[src/rtl/ex_muldiv_unit_pkg.sv]
// Shared types and constants for the execute-stage multiply/divide unit.
// Holds the op encoding, FSM states and small two's-complement helpers.
package ex_muldiv_unit_pkg;

   localparam int DATA_W    = 32;
   localparam int DIV_STEPS = 32;
   localparam int CNT_W     = 5;

   typedef enum logic [2:0] {
      OP_NOP   = 3'd0,
      OP_MULT  = 3'd1,
      OP_MULTU = 3'd2,
      OP_DIV   = 3'd3,
      OP_DIVU  = 3'd4,
      OP_MTHI  = 3'd5,
      OP_MTLO  = 3'd6
   } op_e;

   typedef enum logic [1:0] {
      ST_IDLE = 2'd0,
      ST_MUL  = 2'd1,
      ST_DIV  = 2'd2,
      ST_DONE = 2'd3
   } state_e;

   typedef logic [DATA_W-1:0] word_t;

   function automatic word_t neg_f(input word_t v);
      return (~v) + {{(DATA_W-1){1'b0}}, 1'b1};
   endfunction

   function automatic word_t abs_f(input word_t v);
      return v[DATA_W-1] ? neg_f(v) : v;
   endfunction

   function automatic logic is_muldiv_f(input op_e op);
      logic res;
      case (op)
         OP_MULT, OP_MULTU, OP_DIV, OP_DIVU: res = 1'b1;
         default:                            res = 1'b0;
      endcase
      return res;
   endfunction

endpackage

[src/rtl/muldiv_div_core.sv]
// Iterative restoring radix-2 divider on unsigned magnitudes, one step per cycle.
// quot_o/rem_o show the result of the current step so the last step can be consumed directly.
module muldiv_div_core
   import ex_muldiv_unit_pkg::*;
(
   input  logic              clk,
   input  logic              resetn,
   input  logic              start_i,
   input  logic              abort_i,
   input  logic [DATA_W-1:0] dividend_i,
   input  logic [DATA_W-1:0] divisor_i,
   output logic              done_o,
   output logic [DATA_W-1:0] quot_o,
   output logic [DATA_W-1:0] rem_o
);

   logic [DATA_W-1:0] r_rem;
   logic [DATA_W-1:0] r_quo;
   logic [DATA_W-1:0] r_dvs;
   logic [CNT_W-1:0]  r_count;
   logic              r_busy;

   logic [DATA_W:0]   w_shift;
   logic [DATA_W-1:0] w_sub;
   logic              w_ge;

   // r_quo shifts the dividend out at the top while quotient bits enter at the bottom
   assign w_shift = {r_rem, r_quo[DATA_W-1]};
   assign w_ge    = (w_shift >= {1'b0, r_dvs});
   assign w_sub   = w_shift[DATA_W-1:0] - r_dvs;

   assign quot_o  = {r_quo[DATA_W-2:0], w_ge};
   assign rem_o   = w_ge ? w_sub : w_shift[DATA_W-1:0];
   assign done_o  = r_busy && (r_count == CNT_W'(DIV_STEPS-1));

   // Divider iteration state: load, step, abort
   always_ff @(posedge clk or negedge resetn) begin
      if (!resetn) begin
         r_rem   <= {DATA_W{1'b0}};
         r_quo   <= {DATA_W{1'b0}};
         r_dvs   <= {DATA_W{1'b0}};
         r_count <= {CNT_W{1'b0}};
         r_busy  <= 1'b0;
      end else if (abort_i) begin
         r_busy  <= 1'b0;
      end else if (start_i) begin
         r_rem   <= {DATA_W{1'b0}};
         r_quo   <= dividend_i;
         r_dvs   <= divisor_i;
         r_count <= {CNT_W{1'b0}};
         r_busy  <= 1'b1;
      end else if (r_busy) begin
         r_rem   <= rem_o;
         r_quo   <= quot_o;
         r_count <= r_count + CNT_W'(1);
         r_busy  <= !done_o;
      end
   end

endmodule

[src/rtl/ex_muldiv_unit.sv]
// Execute-stage multiply/divide unit owning the architectural HI/LO registers.
// Requests a pipeline stall while a multi-cycle MULT/DIV-class op is in flight.
module ex_muldiv_unit
   import ex_muldiv_unit_pkg::*;
(
   input  logic              clk,
   input  logic              resetn,
   input  logic              start_i,
   input  logic [2:0]        op_i,
   input  logic [DATA_W-1:0] src_a_i,
   input  logic [DATA_W-1:0] src_b_i,
   input  logic              flush_i,
   input  logic              ex_hold_i,
   output logic              stall_o,
   output logic [DATA_W-1:0] hi_o,
   output logic [DATA_W-1:0] lo_o
);

   state_e              r_state;
   logic [DATA_W:0]     r_mul_a;
   logic [DATA_W:0]     r_mul_b;
   logic                r_sign_q;
   logic                r_sign_r;

   op_e                 w_op;
   logic                w_abort;
   logic                w_idle_go;
   logic                w_is_div;
   logic                w_div_start;
   logic                w_div_abort;
   logic                w_div_done;
   logic [DATA_W-1:0]   w_div_a;
   logic [DATA_W-1:0]   w_div_b;
   logic [DATA_W-1:0]   w_quot;
   logic [DATA_W-1:0]   w_rem;
   logic [DATA_W-1:0]   w_quot_fix;
   logic [DATA_W-1:0]   w_rem_fix;
   logic [2*DATA_W-1:0] w_mul_a;
   logic [2*DATA_W-1:0] w_mul_b;
   logic [2*DATA_W-1:0] w_product;

   assign w_op        = op_e'(op_i);
   assign stall_o     = start_i && !flush_i && is_muldiv_f(w_op) && (r_state != ST_DONE);

   // Dropping start_i mid-operation means the instruction was squashed
   assign w_abort     = flush_i || !start_i;
   assign w_idle_go   = (r_state == ST_IDLE) && start_i && !flush_i;
   assign w_is_div    = (w_op == OP_DIV) || (w_op == OP_DIVU);
   assign w_div_start = w_idle_go && w_is_div;
   assign w_div_abort = (r_state == ST_DIV) && w_abort;

   assign w_div_a     = (w_op == OP_DIV) ? abs_f(src_a_i) : src_a_i;
   assign w_div_b     = (w_op == OP_DIV) ? abs_f(src_b_i) : src_b_i;

   // Low 64 bits of the extended operands' product equal the 33x33 signed product
   assign w_mul_a     = {{(DATA_W-1){r_mul_a[DATA_W]}}, r_mul_a};
   assign w_mul_b     = {{(DATA_W-1){r_mul_b[DATA_W]}}, r_mul_b};
   assign w_product   = w_mul_a * w_mul_b;

   assign w_quot_fix  = r_sign_q ? neg_f(w_quot) : w_quot;
   assign w_rem_fix   = r_sign_r ? neg_f(w_rem)  : w_rem;

   muldiv_div_core u_div_core (
      .clk        (clk),
      .resetn     (resetn),
      .start_i    (w_div_start),
      .abort_i    (w_div_abort),
      .dividend_i (w_div_a),
      .divisor_i  (w_div_b),
      .done_o     (w_div_done),
      .quot_o     (w_quot),
      .rem_o      (w_rem)
   );

   // Control FSM plus HI/LO and latched operand/sign state
   always_ff @(posedge clk or negedge resetn) begin
      if (!resetn) begin
         r_state  <= ST_IDLE;
         r_mul_a  <= {(DATA_W+1){1'b0}};
         r_mul_b  <= {(DATA_W+1){1'b0}};
         r_sign_q <= 1'b0;
         r_sign_r <= 1'b0;
         hi_o     <= {DATA_W{1'b0}};
         lo_o     <= {DATA_W{1'b0}};
      end else begin
         case (r_state)
            ST_IDLE: begin
               if (w_idle_go) begin
                  case (w_op)
                     OP_MULT, OP_MULTU: begin
                        r_mul_a <= {(w_op == OP_MULT) & src_a_i[DATA_W-1], src_a_i};
                        r_mul_b <= {(w_op == OP_MULT) & src_b_i[DATA_W-1], src_b_i};
                        r_state <= ST_MUL;
                     end
                     OP_DIV, OP_DIVU: begin
                        r_sign_q <= (w_op == OP_DIV) & (src_a_i[DATA_W-1] ^ src_b_i[DATA_W-1]);
                        r_sign_r <= (w_op == OP_DIV) & src_a_i[DATA_W-1];
                        r_state  <= ST_DIV;
                     end
                     OP_MTHI: begin
                        if (!ex_hold_i) hi_o <= src_a_i;
                     end
                     OP_MTLO: begin
                        if (!ex_hold_i) lo_o <= src_a_i;
                     end
                     default: r_state <= ST_IDLE;
                  endcase
               end
            end
            ST_MUL: begin
               if (w_abort) begin
                  r_state <= ST_IDLE;
               end else begin
                  hi_o    <= w_product[2*DATA_W-1:DATA_W];
                  lo_o    <= w_product[DATA_W-1:0];
                  r_state <= ST_DONE;
               end
            end
            ST_DIV: begin
               if (w_abort) begin
                  r_state <= ST_IDLE;
               end else if (w_div_done) begin
                  hi_o    <= w_rem_fix;
                  lo_o    <= w_quot_fix;
                  r_state <= ST_DONE;
               end else begin
                  r_state <= ST_DIV;
               end
            end
            ST_DONE: begin
               if (!flush_i && ex_hold_i) r_state <= ST_DONE;
               else                       r_state <= ST_IDLE;
            end
            default: r_state <= ST_IDLE;
         endcase
      end
   end

endmodule

[config.mk]
export PLATFORM = sky130hd
export DESIGN_NAME = ex_muldiv_unit
export DESIGN_NICKNAME = d
export VERILOG_FILES = /design/src/rtl/ex_muldiv_unit_pkg.sv /design/src/rtl/muldiv_div_core.sv /design/src/rtl/ex_muldiv_unit.sv
export SDC_FILE = /design/constraint.sdc
export NUM_CORES = 2
export LEC_CHECK = 0
export CAP_MARGIN = 0
export CORE_AREA = 4 4 323 325
export CTS_CLUSTER_SIZE = 30
export DETAILED_ROUTE_END_ITERATION = 10
export DIE_AREA = 0 0 327 329
export HOLD_SLACK_MARGIN = 0.15
export PLACE_DENSITY = 0.71
export SYNTH_ARGS = -nofsm -noshare
export SYNTH_HDL_FRONTEND = slang
export SYNTH_SLANG_ARGS = --single-unit
[constraint.sdc]
create_clock -name clk -period 16.3 [get_ports clk]
set_input_delay 4.89 -clock clk [delete_from_list [all_inputs] [get_ports clk]]
set_output_delay 4.89 -clock clk [all_outputs]
set_load 0.01 [all_outputs]
# == After elaboration in Yosys (flattened, before gate mapping) ==
# Index checks and enable logic that the tools add are counted.
# totals
ff_bits,236
latch_bits,0
mem_bits_rw,0
mem_bits_ro,0
inputBits,72
out_inout_bits,65
elab_cells,114
n_memories,0
# classes
n_addsub,6
n_mul,1
div_mod_pow,0
order_cmp,1
eq_ne,19
n_shift,0
mux,37
bitwise,10
reduce_logical,28
# op_table
cell,count
two-way mux 32 bit,22
one-hot mux 32 bit (3 select lines),2
adder 32 x 1 -> 32 bit (second input constant),4
NOT 32 bit,4
multiplier 33 x 33 -> 64 bit,1
>= comparator 33 x 32 -> 1 bit,1
subtractor 32 bit,1
AND reduction 7 bit,2
inequality test 2 bit (second input constant),6
two-way mux 5 bit,2
== test 3 bit (second input constant),3
logical AND 1 bit,9
two-way mux 2 bit,4
one-hot mux 2 bit (4 select lines),1
== test 3 x 2 -> 1 bit (second input constant),2
inequality test 2 x 1 -> 1 bit (second input constant),3
one-hot mux 2 bit (3 select lines),1
AND reduction 2 bit,3
AND reduction 3 bit,2
OR reduction 2 bit,3
adder 5 x 1 -> 5 bit (second input constant),1
== test 5 bit (second input constant),1
two-way mux 1 bit,5
AND 1 bit,4
11 further kinds,15

# == Longest topological paths before layout ==
# logic_depth
ltp_word,8
mapped_depth,30
depth_no_buf,28

# == Hierarchy ==
# From an unflattened synthesis, not the netlist that was laid out.
# hier_totals
cells_unflattened,5944
area_unflattened_um2,54020.6
# by_module_without_submodules
module,instances,cells_per_inst,area_each_um2,seq_area_each_um2
ex_muldiv_unit,1,5195,47290.4,3353.2
muldiv_div_core,1,749,6730.2,2552.4

# == Worst setup path after synthesis ==
# No wires, ideal clock.
# synth_timing
path_kind,input to output
from,in op_i[0]
to,out stall_o
arrival_ns,5.403
slack_ns,6.007
cell_stages,3
path_buffers,0
cell_sequence,nor2_1 -> xnor2_1 -> nor3_1
# synth_via
elab_chain_len,5
# synth_lines
item,line,rtl
"start, declared",ex_muldiv_unit.sv:9,"input logic [2:0] op_i,"
"== test 3 x 2 -> 1 bit, or another cell as far along",ex_muldiv_unit_pkg.sv:38,case (op)
OR reduction 4 bit *,ex_muldiv_unit_pkg.sv:38,
two-way mux 1 bit *,ex_muldiv_unit_pkg.sv:38,
logical AND 1 bit * (2 in series),ex_muldiv_unit.sv:43,assign stall_o = start_i && !flush_i && is_muldiv_f(w_op) && (r_state != ST_DONE);
"end, declared",ex_muldiv_unit.sv:14,"output logic stall_o,"
# Mark *: on every way between the ends. The rest lies on a longest branch, timed or not.

# == Worst setup path after layout ==
# layout_timing
from,in op_i[2]
to,out stall_o
# The elaborated chain is that of the path after synthesis.

==> out/qor.json <==
{
  "tritoncts.num_buffers": 29,
  "grt_pass1_wl_um": 248000,
  "critical_path_peak_fanout": 7,
  "global_route.overflow_total": 0,
  "crit_top_cell": "sky130_fd_sc_hd__clkdlybuf4s50_1",
  "clock_tree.buffer_depth": 3,
  "ant_nets": 0,
  "final_period_minus_worst_setup_slack_ns": 11.36,
  "syn_inst": 6071,
  "sequential_element_share_of_the_synthesized_area_pct": 10.9,
  "ctsRootBufferMaster": "sky130_fd_sc_hd__clkbuf_16",
  "post_synth_most_frequent_cells": "1189 x sky130_fd_sc_hd__inv_1, 1126 x sky130_fd_sc_hd__fa_1, 825 x sky130_fd_sc_hd__nand2_1",
  "groute.layer.met2.usage_pct": 49.0,
  "cp_slowest_cell": "sky130_fd_sc_hd__clkdlybuf4s50_1",
  "num-nets-final": 7416,
  "worst-slew-pin-transition_ns": 1.27,
  "avgSynthCellArea_um2": 8.95,
  "antenna_found_initial": 7,
  "drtPass1Iterations": 6,
  "cts.htree.levels": 1,
  "cp_data_arrival_time_ns": 6.47,
  "post-route-drc-count": 0,
  "timing.critical_path.cells": "clkdlybuf4s50_1, inv_1, xnor2_1, nor3_1, clkdlybuf4s50_1",
  "busiest_layer": "met2",
  "vias": 42226,
  "cts-hold-fix-buffers": 0,
  "maxClockFrequency_mhz": 88.0,
  "width_of_the_die_um": 327,
  "gr-usage-met3_pct": 3.60,
  "post_cts.repair.setup_buffers": 0,
  "syn2layout_area_growth_pct": 6.10,
  "setup_tns_ns": 0,
  "cts-resized-gates": 0,
  "grt_util_met1_pct": 38.6,
  "slew_viol_final": 0,
  "largest_net_degree_at_the_start_of_global_routing": 115,
  "relSlewSlack_pct": 15.5,
  "finalWeightedCongestion": 0.977,
  "final_hold_violation_count": 0,
  "post-dp-hpwl_um": 121000,
  "tritoncts": "built",
  "critical_path.startpoint_type": "input port",
  "netlist.area_leader.share_pct": 41.5,
  "boundary_pin_count": 137,
  "critical_path.max_stage_delay_ns": 0.59,
  "yosysWarnings": 0,
  "synth_most_common_cell": "sky130_fd_sc_hd__inv_1",
  "die_h_um": 329,
  "synthesis.nets": 7523,
  "cp-end-kind": "output pin",
  "detail_route.wl_per_cell_um": 20.5,
  "clock_insertion_delay_worst_skew_ns": 0.59,
  "unrepaired_setup_endpoints_after_global_routing": "no",
  "min_path_type": "flop to flop",
  "drt-initial-drc-count": 3163,
  "critical_path_buf_inv_count": 3,
  "cts.clk_slew.worst_paths_ns": 0.06,
  "data_required_time_of_the_critical_path_ns": 11.41,
  "cells_after_dpl": 7301,
  "cap_violations": 0,
  "timing.final.crit_share_pct": 69.7,
  "synth-edff-count": 0,
  "vias_in_the_first_global_route": 45101,
  "synth_top_area_cell": "sky130_fd_sc_hd__fa_1",
  "setup_viol": 0,
  "postSynth.asyncResetShare_pct": 100,
  "post_route_cells_drive_above_1_share_pct": 3.99,
  "syn_area_um2": 54300,
  "place.port_buffers": 136,
  "design.core.area_um2": 101000,
  "post_synth_main_area_contributors": "sky130_fd_sc_hd__fa_1 41%, sky130_fd_sc_hd__dfrtp_1 11%, sky130_fd_sc_hd__inv_1 8.2%, sky130_fd_sc_hd__and2_1 6.3%, sky130_fd_sc_hd__ha_1 5.9%",
  "wl_um": 151000,
  "outcome": "completed",
  "cp_top_family": "buffers and inverters",
  "numClockSinks": 236,
  "final_cell_count_no_fill": 7357,
  "total_die_area_um2": 108000,
  "yosys_most_used_dff": "sky130_fd_sc_hd__dfrtp_1",
  "synth_seq_cells": 236,
  "worst_clock_skew_ns": 0.0194,
  "std_cell_rows": 117,
  "routed_via_density": 5.74,
  "critPathKind": "input port to output pin",
  "post_synth_num_cell_types": 92,
  "starting_density_pct": 53.5,
  "grt_use_total_pct": 29.0
}
==> cell families after synthesis <==
kind of cell | after synthesis | share of synthesized area [%]
buffers and inverters | 1545 | 10.8
adder cells (fa/ha/maj) | 1380 | 47.3
AO/OA/AOI/OAI | 725 | 8.95
flip-flops | 236 | 10.9
XOR/XNOR | 204 | 3.29
AND/OR/NAND/NOR | 1899 | 17.1
multiplexers | 82 | 1.65
==> registers in the layout, indices dropped and copies added (netlist names) <==
name and cells:
r_sign_q 1, u_div_core.r_rem 32, u_div_core.r_quo 32, u_div_core.r_dvs 32
u_div_core.r_busy 1, r_mul_a 33, r_sign_r 1, r_mul_b 33
r_state 2, u_div_core.r_count 5, lo_o 32, hi_o 32
==> area by class of cell <==
class / instances / area [µm²]
Sequential cell: 236 / 5910
Fill cell: 9030 / 43800
Antenna cell: 5 / 12.5
Clock inverter: 15 / 208
Multi-Input combinational cell: 4290 / 42600
Tap cell: 1368 / 1710
Clock buffer: 36 / 782
Timing Repair Buffer: 216 / 1970
Inverter: 1191 / 4470
==> tightest hold or removal path: cells and delay by family, from the launching register on <==
family          cells  cell delay [ns]
simple gates        1             0.05
compound gates      1             0.05
flops               1             0.34
==> worst paths after layout <==
| kind | startpoint | to | slack (ns) | cells past startpoint |
|---|---|---|---|---|
| max | op_i[2] | stall_o | 4.94 | 5 |
| min | hi_o[17]$_DFFE_PN0P_ | hi_o[17]$_DFFE_PN0P_ | 0.48 | 2 |
| max reg2reg | r_mul_b[2]$_DFFE_PN0P_ | hi_o[30]$_DFFE_PN0P_ | 6.72 | 24 |
| min reg2reg | hi_o[17]$_DFFE_PN0P_ | hi_o[17]$_DFFE_PN0P_ | 0.48 | 2 |
| max in group asynchronous | resetn | r_mul_a[10]$_DFFE_PN0P_ | 10.44 | 2 |
| min in group asynchronous | resetn | u_div_core.r_rem[8]$_DFFE_PN0P_ | 4.34 | 1 |
==> layer usage <==
layer,vias to the layer above,wire [µm]
met5,-,0
met4,0,6920
met1,21752,60300
met3,333,10600
met2,1701,73300
li1,18440,-
==> layout by cell type (no fill, tap or decap), types with 10 or more instances in the layout <==
master                            Yosys  final
sky130_fd_sc_hd__a31oi_1             57     57
sky130_fd_sc_hd__clkdlybuf4s50_1      0    135
sky130_fd_sc_hd__nor2_1             214    213
sky130_fd_sc_hd__o21bai_1            15     15
sky130_fd_sc_hd__a221oi_1            49     49
sky130_fd_sc_hd__a21o_1              38     36
sky130_fd_sc_hd__ha_1               254    251
sky130_fd_sc_hd__and3_1              21     21
sky130_fd_sc_hd__nor4_1              28     28
sky130_fd_sc_hd__o221ai_1            10     10
sky130_fd_sc_hd__nand2b_1            29     29
sky130_fd_sc_hd__o21a_1              10     10
sky130_fd_sc_hd__o31ai_1             71     71
sky130_fd_sc_hd__buf_4                3     80
sky130_fd_sc_hd__xor2_1              73     73
sky130_fd_sc_hd__a21oi_1            153    153
sky130_fd_sc_hd__o41ai_1             17     17
sky130_fd_sc_hd__xnor2_1            131    131
sky130_fd_sc_hd__nand4_1             30     30
sky130_fd_sc_hd__mux2i_1             23     23
sky130_fd_sc_hd__or3_1               15     13
sky130_fd_sc_hd__nand2_1            825    824
sky130_fd_sc_hd__fa_1              1126   1126
sky130_fd_sc_hd__nor3_1              64     64
sky130_fd_sc_hd__and2_1             547    546
sky130_fd_sc_hd__nand3_1             37     37
sky130_fd_sc_hd__o21ai_0            148    148
sky130_fd_sc_hd__or4_1               11     11
sky130_fd_sc_hd__clkbuf_16            0     29
sky130_fd_sc_hd__inv_1             1189   1189
sky130_fd_sc_hd__or2_2               11     10
sky130_fd_sc_hd__nor2b_1             36     36
sky130_fd_sc_hd__mux2_2              59     59
sky130_fd_sc_hd__o211ai_1            19     19
sky130_fd_sc_hd__a211oi_1            41     41
sky130_fd_sc_hd__dfrtp_1            236    231
==> stage by stage <==
| step | util [%] | instance area [µm²] | hold WS, ns | setup WS [ns] |
|---|---|---|---|---|
| 2_1_floorplan | - | 54300 | 0.450 | 6.01 |
| 3_3_place_gp | 55.8 | 56600 | 0.464 | 4.92 |
| 3_5_place_dp | 55.8 | 56600 | 0.465 | 4.95 |
| 4_1_cts | 56.8 | 57600 | 0.478 | 4.94 |
| 5_1_grt | 56.8 | 57600 | 0.501 | 4.84 |
| 6_report | 56.8 | 57600 | 0.476 | 4.94 |
Power is left out: the tool's default activity adds up to more than one toggle a clock period on the data nets, which glitch-free logic cannot reach.
